===== config.mk =====
export PLATFORM = sky130hd
export DESIGN_NAME = uart_tx_drain
export DESIGN_NICKNAME = d
export VERILOG_FILES = /design/src/rtl/uart_tx_drain_pkg.sv /design/src/rtl/uart_baud_cnt.sv /design/src/rtl/uart_tx_drain.sv
export SDC_FILE = /design/constraint.sdc
export NUM_CORES = 1
export LEC_CHECK = 0
export BUFFER_PORTS_ARGS = -buffer_cell sky130_fd_sc_hd__buf_4
export CAP_MARGIN = 20
export CORE_MARGIN = 3
export CORE_UTILIZATION = 50
export CTS_CLUSTER_SIZE = 20
export DETAILED_ROUTE_END_ITERATION = 10
export HOLD_SLACK_MARGIN = 0.1
export PLACE_DENSITY_LB_ADDON = 0.05
export SYNTH_ARGS = -nofsm -noshare
export SYNTH_HDL_FRONTEND = slang
export SYNTH_SLANG_ARGS = --single-unit
export TNS_END_PERCENT = 5

===== constraint.sdc =====
create_clock -name clk -period 3 [get_ports clk]
set_input_delay 0.45 -clock clk [delete_from_list [all_inputs] [get_ports clk]]
set_output_delay 0.45 -clock clk [all_outputs]
set_load 0.01 [all_outputs]

===== src/rtl/uart_tx_drain_pkg.sv =====
// Shared types and frame constants for the UART transmit-drain block.
package uart_tx_drain_pkg;

  typedef enum logic [2:0] {
    ST_IDLE  = 3'd0,
    ST_REQ   = 3'd1,
    ST_LOAD  = 3'd2,
    ST_START = 3'd3,
    ST_DATA  = 3'd4,
    ST_STOP  = 3'd5
  } state_t;

  localparam logic START_BIT            = 1'b0;
  localparam logic STOP_BIT             = 1'b1;
  localparam int   FRAME_BITS           = 10;
  localparam int   DATA_BITS            = 8;
  localparam int   DEFAULT_CLKS_PER_BIT = 16;

  // Baud counter width; never below one bit so tiny divisors still elaborate.
  function automatic int cnt_width(input int clks);
    return (clks <= 2) ? 1 : $clog2(clks);
  endfunction

endpackage


===== src/rtl/uart_baud_cnt.sv =====
// Bit-period counter: counts 0..CLKS_PER_BIT-1 and flags the last cycle of each bit.
// Held at zero while clear is high so every frame starts on a fresh bit boundary.
module uart_baud_cnt
  import uart_tx_drain_pkg::*;
#(
  parameter int CLKS_PER_BIT = DEFAULT_CLKS_PER_BIT,
  localparam int CW = cnt_width(CLKS_PER_BIT)
) (
  input  logic          clk,
  input  logic          rst,
  input  logic          clear,
  output logic [CW-1:0] count,
  output logic          bit_end
);

  localparam logic [CW-1:0] LAST = CW'(CLKS_PER_BIT - 1);

  always_ff @(posedge clk) begin
    if (rst || clear) begin
      count <= '0;
    end else if (count == LAST) begin
      count <= '0;
    end else begin
      count <= count + CW'(1);
    end
  end

  assign bit_end = (count == LAST);

endmodule


===== src/rtl/uart_tx_drain.sv =====
// 8N1 UART transmitter that pops bytes from the transmit FIFO one frame at a time.
// Pop to start-bit is 2 cycles; a new frame only starts from IDLE with tx_enable set.
module uart_tx_drain
  import uart_tx_drain_pkg::*;
#(
  parameter int CLKS_PER_BIT = DEFAULT_CLKS_PER_BIT,
  parameter int DATA_W       = 8
) (
  input  logic              clk,
  input  logic              rst,
  input  logic              tx_enable,
  input  logic              fifo_empty,
  input  logic [DATA_W-1:0] fifo_rd_data,
  output logic              fifo_rd_en,
  output logic              tx,
  output logic              busy,
  output logic              tx_done
);

  localparam int            CW     = cnt_width(CLKS_PER_BIT);
  localparam logic [CW-1:0] PENULT = CW'(CLKS_PER_BIT - 2);

  state_t            state;
  logic [DATA_W-1:0] shift_reg;
  logic [2:0]        bit_idx;
  logic              clear;
  logic              bit_end;
  logic [CW-1:0]     baud_count;

  // Counter is parked at zero until the start bit begins.
  assign clear = (state == ST_IDLE) || (state == ST_REQ) || (state == ST_LOAD);

  uart_baud_cnt #(
    .CLKS_PER_BIT(CLKS_PER_BIT)
  ) u_baud (
    .clk    (clk),
    .rst    (rst),
    .clear  (clear),
    .count  (baud_count),
    .bit_end(bit_end)
  );

  always_ff @(posedge clk) begin
    if (rst) begin
      state      <= ST_IDLE;
      shift_reg  <= '0;
      bit_idx    <= '0;
      tx         <= STOP_BIT;
      busy       <= 1'b0;
      fifo_rd_en <= 1'b0;
      tx_done    <= 1'b0;
    end else begin
      fifo_rd_en <= 1'b0;
      tx_done    <= 1'b0;
      case (state)
        ST_IDLE: begin
          tx <= STOP_BIT;
          if (tx_enable && !fifo_empty) begin
            state      <= ST_REQ;
            fifo_rd_en <= 1'b1;
            busy       <= 1'b1;
          end
        end
        ST_REQ: begin
          state <= ST_LOAD;
        end
        ST_LOAD: begin
          shift_reg <= fifo_rd_data;
          bit_idx   <= '0;
          tx        <= START_BIT;
          state     <= ST_START;
        end
        ST_START: begin
          if (bit_end) begin
            state   <= ST_DATA;
            bit_idx <= '0;
            tx      <= shift_reg[0];
          end
        end
        ST_DATA: begin
          if (bit_end) begin
            shift_reg <= shift_reg >> 1;
            if (bit_idx == 3'd7) begin
              state <= ST_STOP;
              tx    <= STOP_BIT;
            end else begin
              bit_idx <= bit_idx + 3'd1;
              tx      <= shift_reg[1];
            end
          end
        end
        ST_STOP: begin
          // Registered pulse lands on the final stop-bit cycle.
          if (baud_count == PENULT) begin
            tx_done <= 1'b1;
          end
          if (bit_end) begin
            state <= ST_IDLE;
            busy  <= 1'b0;
          end
        end
        default: begin
          state <= ST_IDLE;
          tx    <= STOP_BIT;
          busy  <= 1'b0;
        end
      endcase
    end
  end

endmodule

# ---- Word level (Yosys, flattened, before mapping)
# Index checks and enable logic that the tools add are counted.
dict set report classes {
  addsub 2
  muxes 20
  eq_ne 14
  n_bitwise 4
  reduce_logical 18
}
# cell count
set ops {}
lappend ops {{2-to-1 mux 3 bit} 7}
lappend ops {{one-hot mux 3 bit (6 select lines)} 1}
lappend ops {{one-hot mux 8 bit (2 select lines)} 1}
lappend ops {{!= test 2 bit (second input constant)} 5}
lappend ops {{equality test 3 bit (second input constant)} 3}
lappend ops {{one-hot mux 3 bit (3 select lines)} 1}
lappend ops {{equality test 4 bit (second input constant)} 2}
lappend ops {{2-to-1 mux 8 bit} 1}
lappend ops {{OR reduction 2 bit} 4}
lappend ops {{2-to-1 mux 1 bit} 7}
lappend ops {{equality test 3 x 2 -> 1 bit (second input constant)} 2}
lappend ops {{AND reduction 3 bit} 2}
lappend ops {{AND reduction 5 bit} 1}
lappend ops {{adder 4 x 1 -> 4 bit (second input constant)} 1}
lappend ops {{inverter 1 bit} 4}
lappend ops {{one-hot mux 1 bit (4 select lines)} 1}
lappend ops {{AND reduction 4 bit} 1}
lappend ops {{OR reduction 4 bit} 1}
lappend ops {{adder 3 x 1 -> 3 bit (second input constant)} 1}
lappend ops {{equality test 3 x 1 -> 1 bit (second input constant)} 1}
lappend ops {{logical NOT 3 bit} 1}
lappend ops {{logical OR 1 bit} 3}
lappend ops {{one-hot mux 1 bit (3 select lines)} 1}
lappend ops {{nonzero test 3 bit} 1}
lappend ops {{other kinds (5)} 5}
dict set report word_totals {
  register_bits 22
  out_inout_bits 4
  word_cells 66
  input_bits 12
}

# ---- Longest topological paths before layout
# Gate-level depths: netlist (run 1).
dict set report logic_depth {
  ltp_word 5
  ltp_mapped 5
  depth_no_buf 5
}

# ---- Modules after synthesis
# From an unflattened synthesis (run 1), not the netlist that was laid out.
dict set report hier_totals {
  cells_unflattened 123
  hier_area_um2 1053.5
}
# mod instances seq_area_each_um2 cells_per_inst area_per_inst_um2
set by_module_without_submodules {}
lappend by_module_without_submodules {uart_tx_drain 1 360.3 107 895.9}
lappend by_module_without_submodules {uart_baud_cnt 1 80.1 16 157.7}

# ---- Worst setup path after synthesis (run 1)
# Ideal clock, no wire load.
dict set report synth_path {
  kind {register to register}
  from {register bit_idx[0]}
  to {register bit_idx[0]}
  period_less_slack_ps 1699
  slack_ps 1301
  path_stages_with_launch 6
  setup_time_ps 74
  path_buffers 0
  arrival_time_ps 1624
  required_time_ps 2926
  path_cell_list {dfxtp_1 > ha_1 > ha_1 > or4b_4 > or4_1 > o21ai_0}
}
dict set report synth_via {
  elab_chain_cells 4
  elab_cells_between_ends 7
  cone_classes {add/sub (1); eq/ne (2); mux (3); reduce/logical (1)}
}
# item line_no
set synth_lines {}
lappend synth_lines {{start: declaration} uart_tx_drain.sv:25} ;# logic [2:0] bit_idx;
lappend synth_lines {{start signal: assignment} uart_tx_drain.sv:87} ;# bit_idx <= bit_idx + 3'd1;
lappend synth_lines {{adder 3 x 1 -> 3 bit} uart_tx_drain.sv:87}
lappend synth_lines {{2-to-1 mux 3 bit} uart_tx_drain.sv:83} ;# if (bit_idx == 3'd7) begin
lappend synth_lines {{2-to-1 mux 3 bit} uart_tx_drain.sv:81} ;# if (bit_end) begin
lappend synth_lines {{one-hot mux 3 bit (3 select lines)} uart_tx_drain.sv:55} ;# case (state)
# Several ways; a longest one is shown, not always the timed one. The select of a mux whose other input is x is not followed.
# A chain may end at the register's enable or synchronous reset.

# ---- Final worst setup path (run 1)
# Ends and elaborated chain as after synthesis.

==> flow_metrics.env, run 1 <==
export IMPL_finalCriticalPeriod_ns=1.80
export IMPL_syn_to_final_growth_pct=12.9
export IMPL_cp_end_kind="flip-flop"
export IMPL_die_w_um=53.0
export IMPL_worst_pin_slew_ns=0.569
export IMPL_yosys_area_top_type_share_pct=39.9
export IMPL_yosysTopAreaCell="dfxtp_1"
export IMPL_postCtsSetupRepairBufs=0
export IMPL_gp_congestion=0.727
export IMPL_syn_num_nets=134
export IMPL_dp_hpwl_um=1590
export IMPL_clock_sinks=22
export IMPL_synth_cells=118
export IMPL_critPathKind="flip-flop to flip-flop"
export IMPL_largest_register_ffs=8
export IMPL_power_density_mw_per_mm2=437
export IMPL_portBuffers=15
export IMPL_arrival_ns=2.05
export IMPL_ys_ff_latch=22
export IMPL_crit_chain="ha_1 > ha_1 > or4b_4 > or4_1 > o21ai_0"
export IMPL_fp_dieH_um=53.0
export IMPL_crit_slowest_cell="or4b_4"
export IMPL_io_pins=16
export IMPL_max_freq_mhz=555
export IMPL_cts_made_buffers=3
export IMPL_fin_crit_sh_pct=60.1
export IMPL_setup_viol=0
export IMPL_synth_common_cells="22 x dfxtp_1, 14 x a211oi_1, 7 x mux2i_1, 7 x o21ai_0, 6 x nor2_1"
export IMPL_fin_util_pct=61.7
export IMPL_ir_drop_v=0.000352
export IMPL_grt_usage_pct=18.3
export IMPL_p_leak_nw=0.512
export IMPL_ctsResizeCount=0
export IMPL_holdWs_ns=0.395
export IMPL_grt_pass1_wl_um=3760
export IMPL_clkTransAtPathRegs_ns=0.12
export IMPL_cts_tree="yes"
export IMPL_async_flop_share_pct=0
export IMPL_cts_max_level=1
export IMPL_ant_nets=0
export IMPL_crit_required_ns=3.24
export IMPL_vias=943
export IMPL_synth_cell_types=38
export IMPL_cap_violations=0
export IMPL_fin_worst_skew_ns=0.00293
export IMPL_grt_max_degree=17
export IMPL_yosys_warnings=0
export IMPL_cpMostUsedCell="ha_1"
export IMPL_synth_main_ff_cell="dfxtp_1"
export IMPL_drc=0
export IMPL_synth_edf_count=0
export IMPL_coreArea_sq_mm=0.00202
export IMPL_clockBufferDepth=2
export IMPL_routed_via_density=6.04
export IMPL_overflow=0
export IMPL_drt_iter0_drc=8
export IMPL_worstHoldPathType="primary input to flip-flop"
export IMPL_slew_viol_final=0
export IMPL_rows=16
export IMPL_hold_viol=0
export IMPL_initial_core_util_pct=54.6
export IMPL_ff2ff_setup_slack_ns=1.20
export IMPL_grt_pass1_vias=855
export IMPL_synth_area_sq_mm=0.00110
export IMPL_path_max_fanout=6
export IMPL_outcome="completed"
export IMPL_slew_headroom_pct=62.0
export IMPL_avgSynthCellArea_sq_um=9.36
export IMPL_critPathLaunchType="flip-flop"
export IMPL_critPathMaxStageDelay_ns=0.52
export IMPL_die_area_sq_mm=0.00281
export IMPL_antenna_found_initial=0
export IMPL_insertion_delay_ns=0.30
export IMPL_finish_net_count=146
export IMPL_root_buffer="clkbuf_4"
export IMPL_wirelength_um=2260
export IMPL_ys_seq_area_share_pct=39.9
export IMPL_cp_num_buf_inv=0
export IMPL_yosys_cell_count_top_type="dfxtp_1"
export IMPL_netlist_top_cells_area="dfxtp_1 40%, a211oi_1 9.5%, mux2i_1 6.3%, ha_1 4.5%, o21ai_0 3.2%"
export IMPL_cts_hold_buf=0
export IMPL_rsz0062_at_grt="no"
export IMPL_p_total_w=0.000545
export IMPL_crit_family="simple AND/OR/NAND/NOR gates"
export IMPL_tns_ns=0
export IMPL_drive_above_1_share_pct=19.4
export IMPL_drtPass1Iterations=4
export IMPL_diodes=0
export IMPL_wl_per_cell_um=14.5
power by group:
group / internal (W) / switching (W)
logic: 0.0000342 / 0.0000288
clock network: 0.0000741 / 0.0000865
registers: 0.000306 / 0.0000150
total: 0.000415 / 0.000130
through the flow:
stage / setup WS (ns) / cells / instance area [sq um]
3_3_place_gp: 1.26 / 152 / 1210
4_1_cts: 1.19 / 156 / 1250
5_1_grt: 1.09 / 156 / 1250
2_1_floorplan: 1.30 / 118 / 1100
6_report: 1.20 / 156 / 1250
3_5_place_dp: 1.22 / 152 / 1210
worst reg2reg max path, delay by kind of cell (launching register included):
family                     cells  cell delay (ns)
AOI/OAI and AO/OA              1             0.08
adders and majority gates      2             0.39
and+or+nand+nor                2             0.93
DFF                            1             0.35
metal layers:
layer  share of wire (%)  global-route usage, %
met5                   0                      0
met2                  45                   30.8
met4                0.44                   3.83
met1                  48                   22.7
met3                 6.8                   5.92
cell type report:
cell class                      count  area [sq um]
Tap cell                           27          33.8
Timing Repair Buffer               15           113
Inverter                            4          15.0
Clock buffer                        4          36.3
Multi-Input combinational cell     84           609
Fill cell                         196           774
Sequential cell                    22           440
placed cells by master, fill, tap and decap left out, drive strengths merged:
master,n
mux2i,7
nand2,5
o21ai,7
a21o,1
xnor2,1
a31o,1
and3,1
nor4b,1
o211ai,3
xor2,1
a32o,1
clkbuf,4
nand4,4
or4b,1
and4,1
ha,4
buf,15
dfxtp,22
nor2,6
a2111oi,2
a21oi,3
a211oi,14
nand2b,1
or3,1
nand3,4
nor3,2
o221ai,1
clkinv,1
or4,1
or2,2
nor2b,1
nor3b,3
o32ai,1
a21boi,1
and4b,2
inv,3
path summary, 6_finish.rpt:
check | depth (start not counted) | end | startpoint
worst min register to register | 2 | shift_reg[7] | shift_reg[7]
worst max register to register | 5 | bit_idx[0] | bit_idx[0]
worst max-delay path | 5 | bit_idx[0] | bit_idx[0]
worst min-delay path | 3 | shift_reg[7] | fifo_rd_data[7]
kinds of logic (layout without fill, tap and decap cells):
group           Yosys count  after routing  share of synthesized area [%]
flops                    22             22                           39.9
xor+xnor                  2              2                           1.59
compound gates           35             35                           22.3
fa+ha+maj                 4              4                           4.53
simple gates             36             36                           20.4
mux                       7              7                           6.34
buf+inv                  12             23                           4.98
Power figures use the tool's default switching activity.
==> run 2: changes to the inputs <==
--- a/config.mk
+++ b/config.mk
@@ -5,6 +5,7 @@
 export SDC_FILE = /design/constraint.sdc
 export NUM_CORES = 1
 export LEC_CHECK = 0
+export ABC_AREA = 1
 export BUFFER_PORTS_ARGS = -buffer_cell sky130_fd_sc_hd__buf_4
 export CAP_MARGIN = 20
 export CORE_MARGIN = 3
==> constraint.sdc (replaced) <==
create_clock -name clk -period 1.57 [get_ports clk]
set_input_delay 0.2355 -clock clk [delete_from_list [all_inputs] [get_ports clk]]
set_output_delay 0.2355 -clock clk [all_outputs]
set_load 0.01 [all_outputs]
==> flow_metrics.env, run 2 <==
export IMPL_grt_usage_pct=17.0
export IMPL_setup_viol=0
export IMPL_portBuffers=15
export IMPL_fin_util_pct=63.3
export IMPL_p_leak_nw=0.631
export IMPL_final_common_cell="nand2_1"
export IMPL_yosys_area_top_type_share_pct=38.1
export IMPL_io_pins=16
export IMPL_coreArea_sq_mm=0.00208
export IMPL_wirelength_um=2070
export IMPL_drtPass1Iterations=4
export IMPL_p_total_w=0.00205
export IMPL_multi_input_area_sq_um=602
export IMPL_crit_required_ns=1.79
export IMPL_wl_per_cell_um=10.7
export IMPL_cp_num_buf_inv=1
export IMPL_drc=0
export IMPL_netlist_top_cells_area="dfxtp_1 38%, nand2_1 9.4%, inv_1 5.9%, nor2_1 5.9%, ha_1 4.3%"
export IMPL_max_freq_mhz=701
export IMPL_fp_dieH_um=54.1
export IMPL_finish_net_count=183
export IMPL_cts_hold_buf=0
export IMPL_antenna_found_initial=0
export IMPL_synth_cell_types=27
export IMPL_synth_main_ff_cell="dfxtp_1"
export IMPL_cp_end_kind="flip-flop"
export IMPL_ir_drop_v=0.000927
export IMPL_overflow=0
export IMPL_cts_tree="yes"
export IMPL_vias=956
export IMPL_avgSynthCellArea_sq_um=7.65
export IMPL_die_area_sq_mm=0.00292
export IMPL_critPathMaxStageDelay_ns=0.40
export IMPL_synth_edf_count=0
export IMPL_yosys_cell_count_top_type="nand2_1"
export IMPL_crit_family="compound AO/OA/AOI/OAI gates"
export IMPL_seqCellArea_sq_um=443
export IMPL_diodes=0
export IMPL_final_setup_worst_slack_ns=0.144
export IMPL_worstHoldPathType="primary input to flip-flop"
export IMPL_fin_crit_sh_pct=90.9
export IMPL_tns_ns=0
export IMPL_clock_sinks=22
export IMPL_finalCriticalPeriod_ns=1.43
export IMPL_drt_iter0_drc=13
export IMPL_critPathLaunchType="flip-flop"
export IMPL_postCtsSetupRepairBufs=0
export IMPL_synth_common_cells="29 x nand2_1, 22 x dfxtp_1, 18 x inv_1, 18 x nor2_1, 10 x nand3_1"
export IMPL_routed_via_density=4.95
export IMPL_ff2ff_setup_slack_ns=0.14
export IMPL_ys_ff_latch=22
export IMPL_drive_above_1_share_pct=23.5
export IMPL_path_max_fanout=11
export IMPL_slew_viol_final=0
export IMPL_dp_hpwl_um=1530
export IMPL_holdWs_ns=0.137
export IMPL_gp_congestion=0.842
export IMPL_clkTransAtPathRegs_ns=0.13
export IMPL_synth_cells=151
export IMPL_async_flop_share_pct=0
export IMPL_worst_pin_slew_ns=0.400
export IMPL_root_buffer="clkbuf_4"
export IMPL_fin_worst_skew_ns=0.00427
export IMPL_clockBufferDepth=2
export IMPL_grt_max_degree=15
export IMPL_largest_register_ffs=8
export IMPL_syn_to_final_growth_pct=14.2
export IMPL_nFillCells=197
export IMPL_initial_core_util_pct=55.5
export IMPL_cts_max_level=1
export IMPL_hold_viol=0
export IMPL_place_ws_ns=0.154
export IMPL_crit_slowest_cell="dfxtp_1"
export IMPL_die_w_um=54.1
export IMPL_crit_chain="ha_1 > nand3_4 > o21ai_4 > inv_2 > o21ai_1 > a21oi_2"
export IMPL_grt_pass1_vias=862
export IMPL_rows=16
export IMPL_cts_made_buffers=3
export IMPL_yosysTopAreaCell="dfxtp_1"
export IMPL_rsz0062_at_grt="no"
export IMPL_yosys_warnings=0
export IMPL_arrival_ns=1.65
export IMPL_power_density_mw_per_mm2=1550
export IMPL_outcome="completed"
export IMPL_syn_num_nets=167
export IMPL_synth_area_sq_mm=0.00115
export IMPL_critPathKind="flip-flop to flip-flop"
export IMPL_slew_headroom_pct=73.3
export IMPL_grt_pass1_wl_um=3590
export IMPL_final_cell_mix="29 x nand2_1, 20 x dfxtp_1, 18 x inv_1, 18 x nor2_1, 15 x buf_4"
export IMPL_ant_nets=0
export IMPL_ys_seq_area_share_pct=38.1
export IMPL_cap_violations=0
export IMPL_insertion_delay_ns=0.31
run 2: cell type report:
cell class                 count  share of cell area, %
clock buffer                   3                   1.71
clock inverter                 1                   2.28
inverter                      20                   5.69
multi-input combinational    105                   45.6
sequential                    22                   33.6
tap                           27                   2.56
timing repair buffer          15                   8.54
run 2: worst reg2reg max path, stage by stage, from the launching register on:
cell and delay (ns):
dfxtp_1 0.40, ha_1 0.25, nand3_4 0.14, o21ai_4 0.22
inv_2 0.13, o21ai_1 0.17, a21oi_2 0.04
run 2: cells by family after synthesis:
family	count (synthesis)	synth area share (%)
AO/OA/AOI/OAI	24	13.1
XOR/XNOR	2	1.52
adder cells (fa/ha/maj)	4	4.33
buffers and inverters	24	9.75
flip-flops	22	38.1
AND/OR/NAND/NOR	75	33.2
run 2: repair_timing:
action,4_1_cts,5_1_grt
endpoints found under the hold margin,0,0
endpoints found under the setup margin,0,1
gates resized for setup,0,2
run 2: worst paths after layout:
| check | start | end | depth (start not counted) |
|---|---|---|---|
| max | u_baud.count[0] | shift_reg[5] | 6 |
| min | rst | state[1] | 2 |
| max reg2reg | u_baud.count[0] | shift_reg[5] | 6 |
| min reg2reg | shift_reg[3] | shift_reg[3] | 2 |
run 2: where the power goes:
group          internal (W)  leakage, nW  switching (W)
combinational      0.000305        0.423       0.000501
sequential         0.000691        0.180       0.000116
clock              0.000258       0.0279       0.000180
total               0.00125        0.631       0.000797
run 2: per-stage QoR:
| step | area [sq um] | instances |
|---|---|---|
| after floorplan | 1150 | 151 |
| after global placement | 1260 | 189 |
| after detailed placement | 1260 | 189 |
| after CTS | 1320 | 193 |
| after global routing | 1320 | 193 |
| final | 1320 | 193 |
run 2: metal layers:
layer,track usage (%),wire (um),vias to the layer above
met4,6.64,39,0
met5,0,0,-
met1,19.8,1050,410
met2,28.6,889,22
li1,-,-,520
met3,5.82,91,4
